**src/rtl/config_loader_pkg.sv**
```systemverilog
// rtl/config_loader_pkg.sv - state encoding and CRC constants shared by the config stream loader
package config_loader_pkg;

  typedef enum logic [2:0] {
    IDLE,
    CLEAR,
    FETCH,
    SHIFT,
    CHECK,
    DONE
  } state_t;

  localparam logic [15:0] CRC_POLY = 16'h1021;
  localparam logic [15:0] CRC_INIT = 16'hFFFF;

endpackage

```
**src/rtl/crc16_ccitt_byte.sv**
```systemverilog
// rtl/crc16_ccitt_byte.sv - combinational CRC-16-CCITT update over one byte, MSB first
module crc16_ccitt_byte
  import config_loader_pkg::*;
(
  input  logic [15:0] crc,
  input  logic [7:0]  data,
  output logic [15:0] next_crc
);

  always_comb begin
    next_crc = crc;
    for (int i = 7; i >= 0; i--) begin
      if (next_crc[15] ^ data[i]) next_crc = {next_crc[14:0], 1'b0} ^ CRC_POLY;
      else                        next_crc = {next_crc[14:0], 1'b0};
    end
  end

endmodule

```
**src/rtl/config_stream_loader.sv**
```systemverilog
// rtl/config_stream_loader.sv - byte stream to serial config bitstream loader
// Optional trailing CRC-16 check is enabled by defining CONFIG_LOADER_CRC_EN.
module config_stream_loader
  import config_loader_pkg::*;
#(
  parameter int CONFIG_WIDTH = 1602
) (
  input  logic       clock,
  input  logic       reset,
  input  logic       start,
  input  logic       abort,
  input  logic [7:0] s_data,
  input  logic       s_valid,
  output logic       s_ready,
  output logic       cfg_bit,
  output logic       cfg_enable,
  output logic       cfg_nreset,
  output logic       busy,
  output logic       done,
  output logic       error
);

  localparam int CNT_W = $clog2(CONFIG_WIDTH + 1);

  state_t           state;
  logic [CNT_W-1:0] remaining;   // config bits not yet presented on cfg_bit
  logic [6:0]       shreg;
  logic [2:0]       bits_left;
  logic             accept;

  assign accept = s_valid & s_ready;

`ifdef CONFIG_LOADER_CRC_EN
  logic [15:0] crc_q;
  logic [15:0] crc_next;
  logic [7:0]  crc_hi;
  logic        crc_phase;
  logic        wipe;

  crc16_ccitt_byte u_crc (
    .crc      (crc_q),
    .data     (s_data),
    .next_crc (crc_next)
  );
`endif

  always_ff @(posedge clock or posedge reset) begin
    if (reset) begin
      state      <= IDLE;
      remaining  <= '0;
      shreg      <= '0;
      bits_left  <= '0;
      s_ready    <= 1'b0;
      cfg_bit    <= 1'b0;
      cfg_enable <= 1'b0;
      cfg_nreset <= 1'b1;
      busy       <= 1'b0;
      done       <= 1'b0;
      error      <= 1'b0;
`ifdef CONFIG_LOADER_CRC_EN
      crc_q      <= CRC_INIT;
      crc_hi     <= '0;
      crc_phase  <= 1'b0;
      wipe       <= 1'b0;
`endif
    end else if (state == IDLE || state == DONE) begin
      if (start) begin
        state      <= CLEAR;
        cfg_nreset <= 1'b0;
        busy       <= 1'b1;
        done       <= 1'b0;
        error      <= 1'b0;
      end
    end else if (abort) begin
      // Fabric is left partially loaded; only the error flag records it.
      state      <= IDLE;
      s_ready    <= 1'b0;
      cfg_bit    <= 1'b0;
      cfg_enable <= 1'b0;
      cfg_nreset <= 1'b1;
      busy       <= 1'b0;
      done       <= 1'b0;
      error      <= 1'b1;
`ifdef CONFIG_LOADER_CRC_EN
      wipe       <= 1'b0;
`endif
    end else begin
      case (state)
        CLEAR: begin
          cfg_nreset <= 1'b1;
          s_ready    <= 1'b1;
          remaining  <= CNT_W'(CONFIG_WIDTH);
          state      <= FETCH;
`ifdef CONFIG_LOADER_CRC_EN
          crc_q      <= CRC_INIT;
`endif
        end
        FETCH: begin
          if (accept) begin
            s_ready    <= 1'b0;
            cfg_enable <= 1'b1;
            cfg_bit    <= s_data[7];
            shreg      <= s_data[6:0];
            bits_left  <= 3'd7;
            remaining  <= remaining - 1'b1;
            state      <= SHIFT;
`ifdef CONFIG_LOADER_CRC_EN
            crc_q      <= crc_next;
`endif
          end
        end
        SHIFT: begin
          if (remaining != '0 && bits_left != 3'd0) begin
            cfg_bit   <= shreg[6];
            shreg     <= {shreg[5:0], 1'b0};
            bits_left <= bits_left - 3'd1;
            remaining <= remaining - 1'b1;
          end else begin
            cfg_enable <= 1'b0;
            cfg_bit    <= 1'b0;
            if (remaining != '0) begin
              s_ready <= 1'b1;
              state   <= FETCH;
            end else begin
`ifdef CONFIG_LOADER_CRC_EN
              s_ready   <= 1'b1;
              crc_phase <= 1'b0;
              state     <= CHECK;
`else
              done  <= 1'b1;
              busy  <= 1'b0;
              state <= DONE;
`endif
            end
          end
        end
`ifdef CONFIG_LOADER_CRC_EN
        CHECK: begin
          if (wipe) begin
            cfg_nreset <= 1'b1;
            wipe       <= 1'b0;
            busy       <= 1'b0;
            done       <= 1'b1;
            error      <= 1'b1;
            state      <= IDLE;
          end else if (accept) begin
            if (!crc_phase) begin
              crc_hi    <= s_data;
              crc_phase <= 1'b1;
            end else begin
              s_ready <= 1'b0;
              if ({crc_hi, s_data} == crc_q) begin
                done  <= 1'b1;
                busy  <= 1'b0;
                state <= DONE;
              end else begin
                // Corrupt image: clear the fabric before reporting failure.
                cfg_nreset <= 1'b0;
                wipe       <= 1'b1;
              end
            end
          end
        end
`endif
        default: ;
      endcase
    end
  end

endmodule

```
**config.mk**
```make
export PLATFORM = sky130hd
export DESIGN_NAME = config_stream_loader
export DESIGN_NICKNAME = d
export VERILOG_FILES = /design/src/rtl/config_loader_pkg.sv /design/src/rtl/crc16_ccitt_byte.sv /design/src/rtl/config_stream_loader.sv
export SDC_FILE = /design/constraint.sdc
export NUM_CORES = 1
export LEC_CHECK = 0
export ABC_CLOCK_PERIOD_IN_PS = 2050
export CAP_MARGIN = 5
export CORE_MARGIN = 1.5
export CORE_UTILIZATION = 53
export CTS_BUF_LIST = sky130_fd_sc_hd__clkbuf_4 sky130_fd_sc_hd__clkbuf_8
export CTS_CLUSTER_DIAMETER = 200
export CTS_CLUSTER_SIZE = 25
export DETAILED_ROUTE_END_ITERATION = 7
export GPL_TIMING_DRIVEN = 1
export PLACE_DENSITY_LB_ADDON = 0.3
export SYNTH_ARGS = -nofsm -noshare
export SYNTH_HDL_FRONTEND = slang
export SYNTH_HIERARCHICAL = 1
export SYNTH_SLANG_ARGS = --single-unit
export TNS_END_PERCENT = 30
```
**constraint.sdc**
```tcl
create_clock -name clock -period 2.05 [get_ports clock]
set_clock_uncertainty 0.1 [all_clocks]
set_input_delay 0.205 -clock clock [delete_from_list [all_inputs] [get_ports clock]]
set_output_delay 0.205 -clock clock [all_outputs]
set_load 0.03 [all_outputs]
```
# Word level (Yosys, flattened, before mapping)
# Cells that the tools add are included.
# totals
input_bits	13
ff_bits	31
output_inout_bits	7
# op_classes
reduce_logical	22
n_bitwise	3
muxes	46
n_addsub	2
n_eq_ne	14
# op_table
operator	count
one-hot mux 11 bit (3 select lines)	1
2-to-1 mux 1 bit	27
2-to-1 mux 3 bit	8
2-to-1 mux 11 bit	2
!= test 3 bit, second input constant	5
AND reduction 5 bit	3
nonzero test 3 bit	5
2-to-1 mux 7 bit	2
one-hot mux 7 bit (2 select lines)	1
AND reduction 4 bit	3
nonzero test 11 bit	1
subtractor 11 x 1 -> 11 bit, second input constant	1
one-hot mux 3 bit (3 select lines)	1
!= test 4 bit, second input constant	2
equality test 3 x 2 -> 1 bit, second input constant	2
!= test 2 bit, second input constant	3
one-hot mux 3 bit (2 select lines)	1
nonzero test 5 bit	1
one-hot mux 1 bit (2 select lines)	2
AND reduction 2 bit	2
nonzero test 2 bit	2
nonzero test 4 bit	1
equality test 3 x 1 -> 1 bit, second input constant	1
equality test 3 bit, second input constant	1
other kinds (8)	9

# Longest topological paths before layout
# depth
depth_word	6
mapped_depth	8

# Least setup slack after synthesis
# OpenSTA, ideal clock, no wires.
# synth_timing
path_type	register -> register
start	reg remaining[5]
end	reg bits_left[0]
path_slack_ns	-0.139
path_buffers	1
t_arrival_ns	1.964
period_less_slack_ns	2.189
stages_incl_launch_ff	6
cell_sequence	dfrtp_1 -> or4_4 -> nor3_1 -> a2111o_1 -> buf_6 -> mux2_2
# synth_via
elab_chain_len	4
# synth_lines
element	line	text
from (decl)	config_stream_loader.sv:26	logic [CNT_W-1:0] remaining;
from (signal assigned)	config_stream_loader.sv:92	remaining <= CNT_W'(CONFIG_WIDTH);
from (signal assigned)	config_stream_loader.sv:105	remaining <= remaining - 1'b1;
from (signal assigned)	config_stream_loader.sv:117	remaining <= remaining - 1'b1;
nonzero test 11 bit	config_stream_loader.sv:113	if (remaining != '0 && bits_left != 3'd0) begin
logical AND 1 bit	config_stream_loader.sv:113	
!= test 2 bit (no line)	-	
AND reduction 5 bit (no line)	-	
to (signal assigned)	config_stream_loader.sv:116	bits_left <= bits_left - 3'd1;
to (decl)	config_stream_loader.sv:28	logic [2:0] bits_left;
# No other way between the ends.
# A chain may end at the register's enable or synchronous reset.

# Final worst setup path
# layout_timing
start	reg remaining[9]
end	reg bits_left[1]
# Same word-level chain as after synthesis.

==> qor.csv <==
metric,value,unit
status,finished with violations,
violated checks,setup timing,
CP max-delay cell,or4_4,
Starting Density,56.3,%
Die W,63.0,um
chip height,63.0,um
end point of the critical path,bits_left[1],
R2R Path Start,remaining[9],
P per Cell Area,1360,mW/mm2
RSZ-0062 raised after global routing,true,
setup TNS,-1.34,ns
Post-CTS Hold Buffers,0,
clock root buffer,clkbuf_4,
I/O Buffers,19,
# Max-Cap Violations,0,
Psw,1.48,mW
Mapped Area,0.00191,mm2
Synth cell types,49,
post-route minimum period,2.17,ns
vias in the first global route,1848,
Max-slew headroom,57.6,%
Synth Net Count,211,
WP depth,5,
Top delay family on crit path,simple AND/OR/NAND/NOR gates,
clk slew on worst S/H paths,0.11,ns
Clk network pwr share,17.1,%
die area,0.00397,mm2
ys async rst share,100,%
top post-synthesis cells by count,"30 x dfrtp_1, 17 x inv_1, 15 x mux2_2",
WP buf/inv,1,
drt pass-1 iters,4,
maximum number of pins on one net before global-route repair,32,
Final Non-Filler Cells,301,
"Top FF cell, synth",dfrtp_1,
CP peak stage delay,0.58,ns
synthesized instance count,194,
Final ANT Viol Nets,0,
Final #Nets,271,
Max Clk Rate,460,MHz
Routed WL per cell,17.9,um
maximum vdd drop,0.000866,V
count of pins over their slew limit,0,
Multi-input gate area,0.00110,mm2
vias per inst,6.18,
Total GRT Usage,28.1,%
Hold Crit Class,in -> async,
"Avg Cell Area, Syn",9.84,um2
CP Class,reg -> reg,
crit-path max FO,10,
Total Power,3.62,mW
filler instances,204,
Post-synth EDFFs,0,
num ports,20,
Setup-failing EPs final,16,
Clock Latency Late Sink,0.35,ns
Worst R2R Path Depth,5,
cells taking the most area after synthesis,"dfrtp_1 39%, mux2_2 8.8%, o41ai_1 4.1%",
combinational power share,55.2,%
Yosys top cell area share,39.3,%
RePlAce Congestion,0.890,
Worst EP required,2.19,ns
yosys warns,6,
Detail Placement HPWL,3500,um
clock sinks,31,
Area Growth Syn to Fin,39.9,%
Critical path origin,remaining[9],
Pint,2.15,mW
switching share of power,40.7,%
Final Hold Vio Count,0,
Sequential Power Share,27.7,%
n_diodes,0,
Worst R2R End,bits_left[1],
Pleak,1.18,nW
routed wire length,5380,um
DRT iter0 DRCs,190,
Row Count,21,
CORE AREA,0.00339,mm2
CTS tree,built,
sequential-to-total area share from yosys stat,40.7,%
Inst Count DP,286,
fraction of layout cells with a size suffix above 1,36.9,%
DR vias,1861,
final worst slack,-0.122,ns
CP Launch Type,flip-flop,
critical path arrival,2.32,ns
most frequent cell after synthesis,dfrtp_1,
R2R setup slack,-0.12,ns
Num CTS Buffers,5,
first-pass GRT wire length,8590,um
worst-margin pin slew,0.631,ns
Crit. End Element,flip-flop,
CTS max path bufs,2,
H-Tree Depth,2,
initial antenna violation count,0,
grt total ovfl,0,
period utilization,106,%
Residual DRC,0,
worst-path cell chain,"or4_4, nor3_4, a2111o_1, buf_12, mux2_2",
flip-flop and latch area,777,um2
leading area contributor after synthesis,dfrtp_1,
Seq cells post-synth,31,
## state kept, by name, summed over array words and instances, names as in the netlist, 3 cells and up
register / cells
shreg: 7
bits_left: 3
state: 3
remaining: 11
## placed cells by master (no fill, tap or decap), types with 5 or more instances in the layout
cell type / synthesis / routed
o21ai_0: 7 / 5
buf_4: 0 / 42
nand2_1: 11 / 11
nor2_1: 12 / 12
clkbuf_4: 0 / 5
clkdlybuf4s50_1: 0 / 19
o41ai_1: 9 / 5
inv_1: 17 / 17
nand3_1: 5 / 5
a21oi_1: 12 / 11
mux2_2: 15 / 14
dfrtp_1: 30 / 30
## kinds of logic (layout without fill, tap and decap cells)
kind of cell / Yosys count / after routing / share of synthesized area [%]
buffers and inverters: 30 / 91 / 8.65
AOI/OAI and AO/OA: 57 / 57 / 22.2
muxes: 18 / 18 / 10.7
and+or+nand+nor: 54 / 54 / 15.2
adders and majority gates: 4 / 4 / 2.62
DFF: 31 / 31 / 40.7
## metrics by stage
stage / instance area, um2 / setup WS, ns / util [%] / hold WS [ns]
5_1_grt: 2670 / -0.172 / 78.8 / 0.168
2_1_floorplan: 1910 / -0.0864 / - / 0.191
3_5_place_dp: 2370 / -0.238 / 70.0 / 0.398
4_1_cts: 2530 / -0.107 / 74.7 / 0.134
3_3_place_gp: 2370 / -0.129 / 70.0 / 0.383
6_report: 2670 / -0.122 / 78.8 / 0.121
## per-layer routing
layer	vias up	GRT usage [%]	share of wire, %
met5	-	0	0
met3	13	6.49	6.2
li1	853	-	-
met4	0	14.4	2.4
met2	89	46.9	50
met1	906	33.6	42
## power groups by stage
stage	Clock [mW]	Sequential (mW)	Combinational (mW)
final	0.620	1.01	2.00
after global routing	0.645	1.03	2.15
after CTS	0.621	0.995	1.82
after detailed placement	0	1.00	1.76
after global placement	0	0.986	1.69
after floorplan	0	1.11	0.979
## worst min-delay path by stage
stage | to | slack, ns | depth (start not counted)
2_1_floorplan | error | 0.19 | 1
3_3_place_gp | shreg[1] | 0.38 | 1
3_5_place_dp | shreg[4] | 0.40 | 1
4_1_cts | shreg[4] | 0.13 | 3
5_1_grt | shreg[4] | 0.17 | 3
6_report | shreg[4] | 0.12 | 3
## what timing repair did
action / 4_1_cts / 5_1_grt
gates cloned: 0 / 1
endpoints found under the hold margin: 0 / 0
resized for setup: 10 / 17
endpoints found under the setup margin: 23 / 24
pin swaps: 2 / 7
buffers inserted: 1 / 5
## final cells by class
cell class	instances	area share, %
inverter	17	2.39
sequential	31	29.1
tap	46	2.15
clock buffer	5	1.41
clock inverter	3	2.53
timing repair buffer	66	21.1
multi-input combinational	133	41.3
## tightest hold or removal path, delay by kind of cell
kind	cells	cell delay, ns
buffers and inverters	3	0.80
No activity file was read; power rests on OpenSTA's default activity.
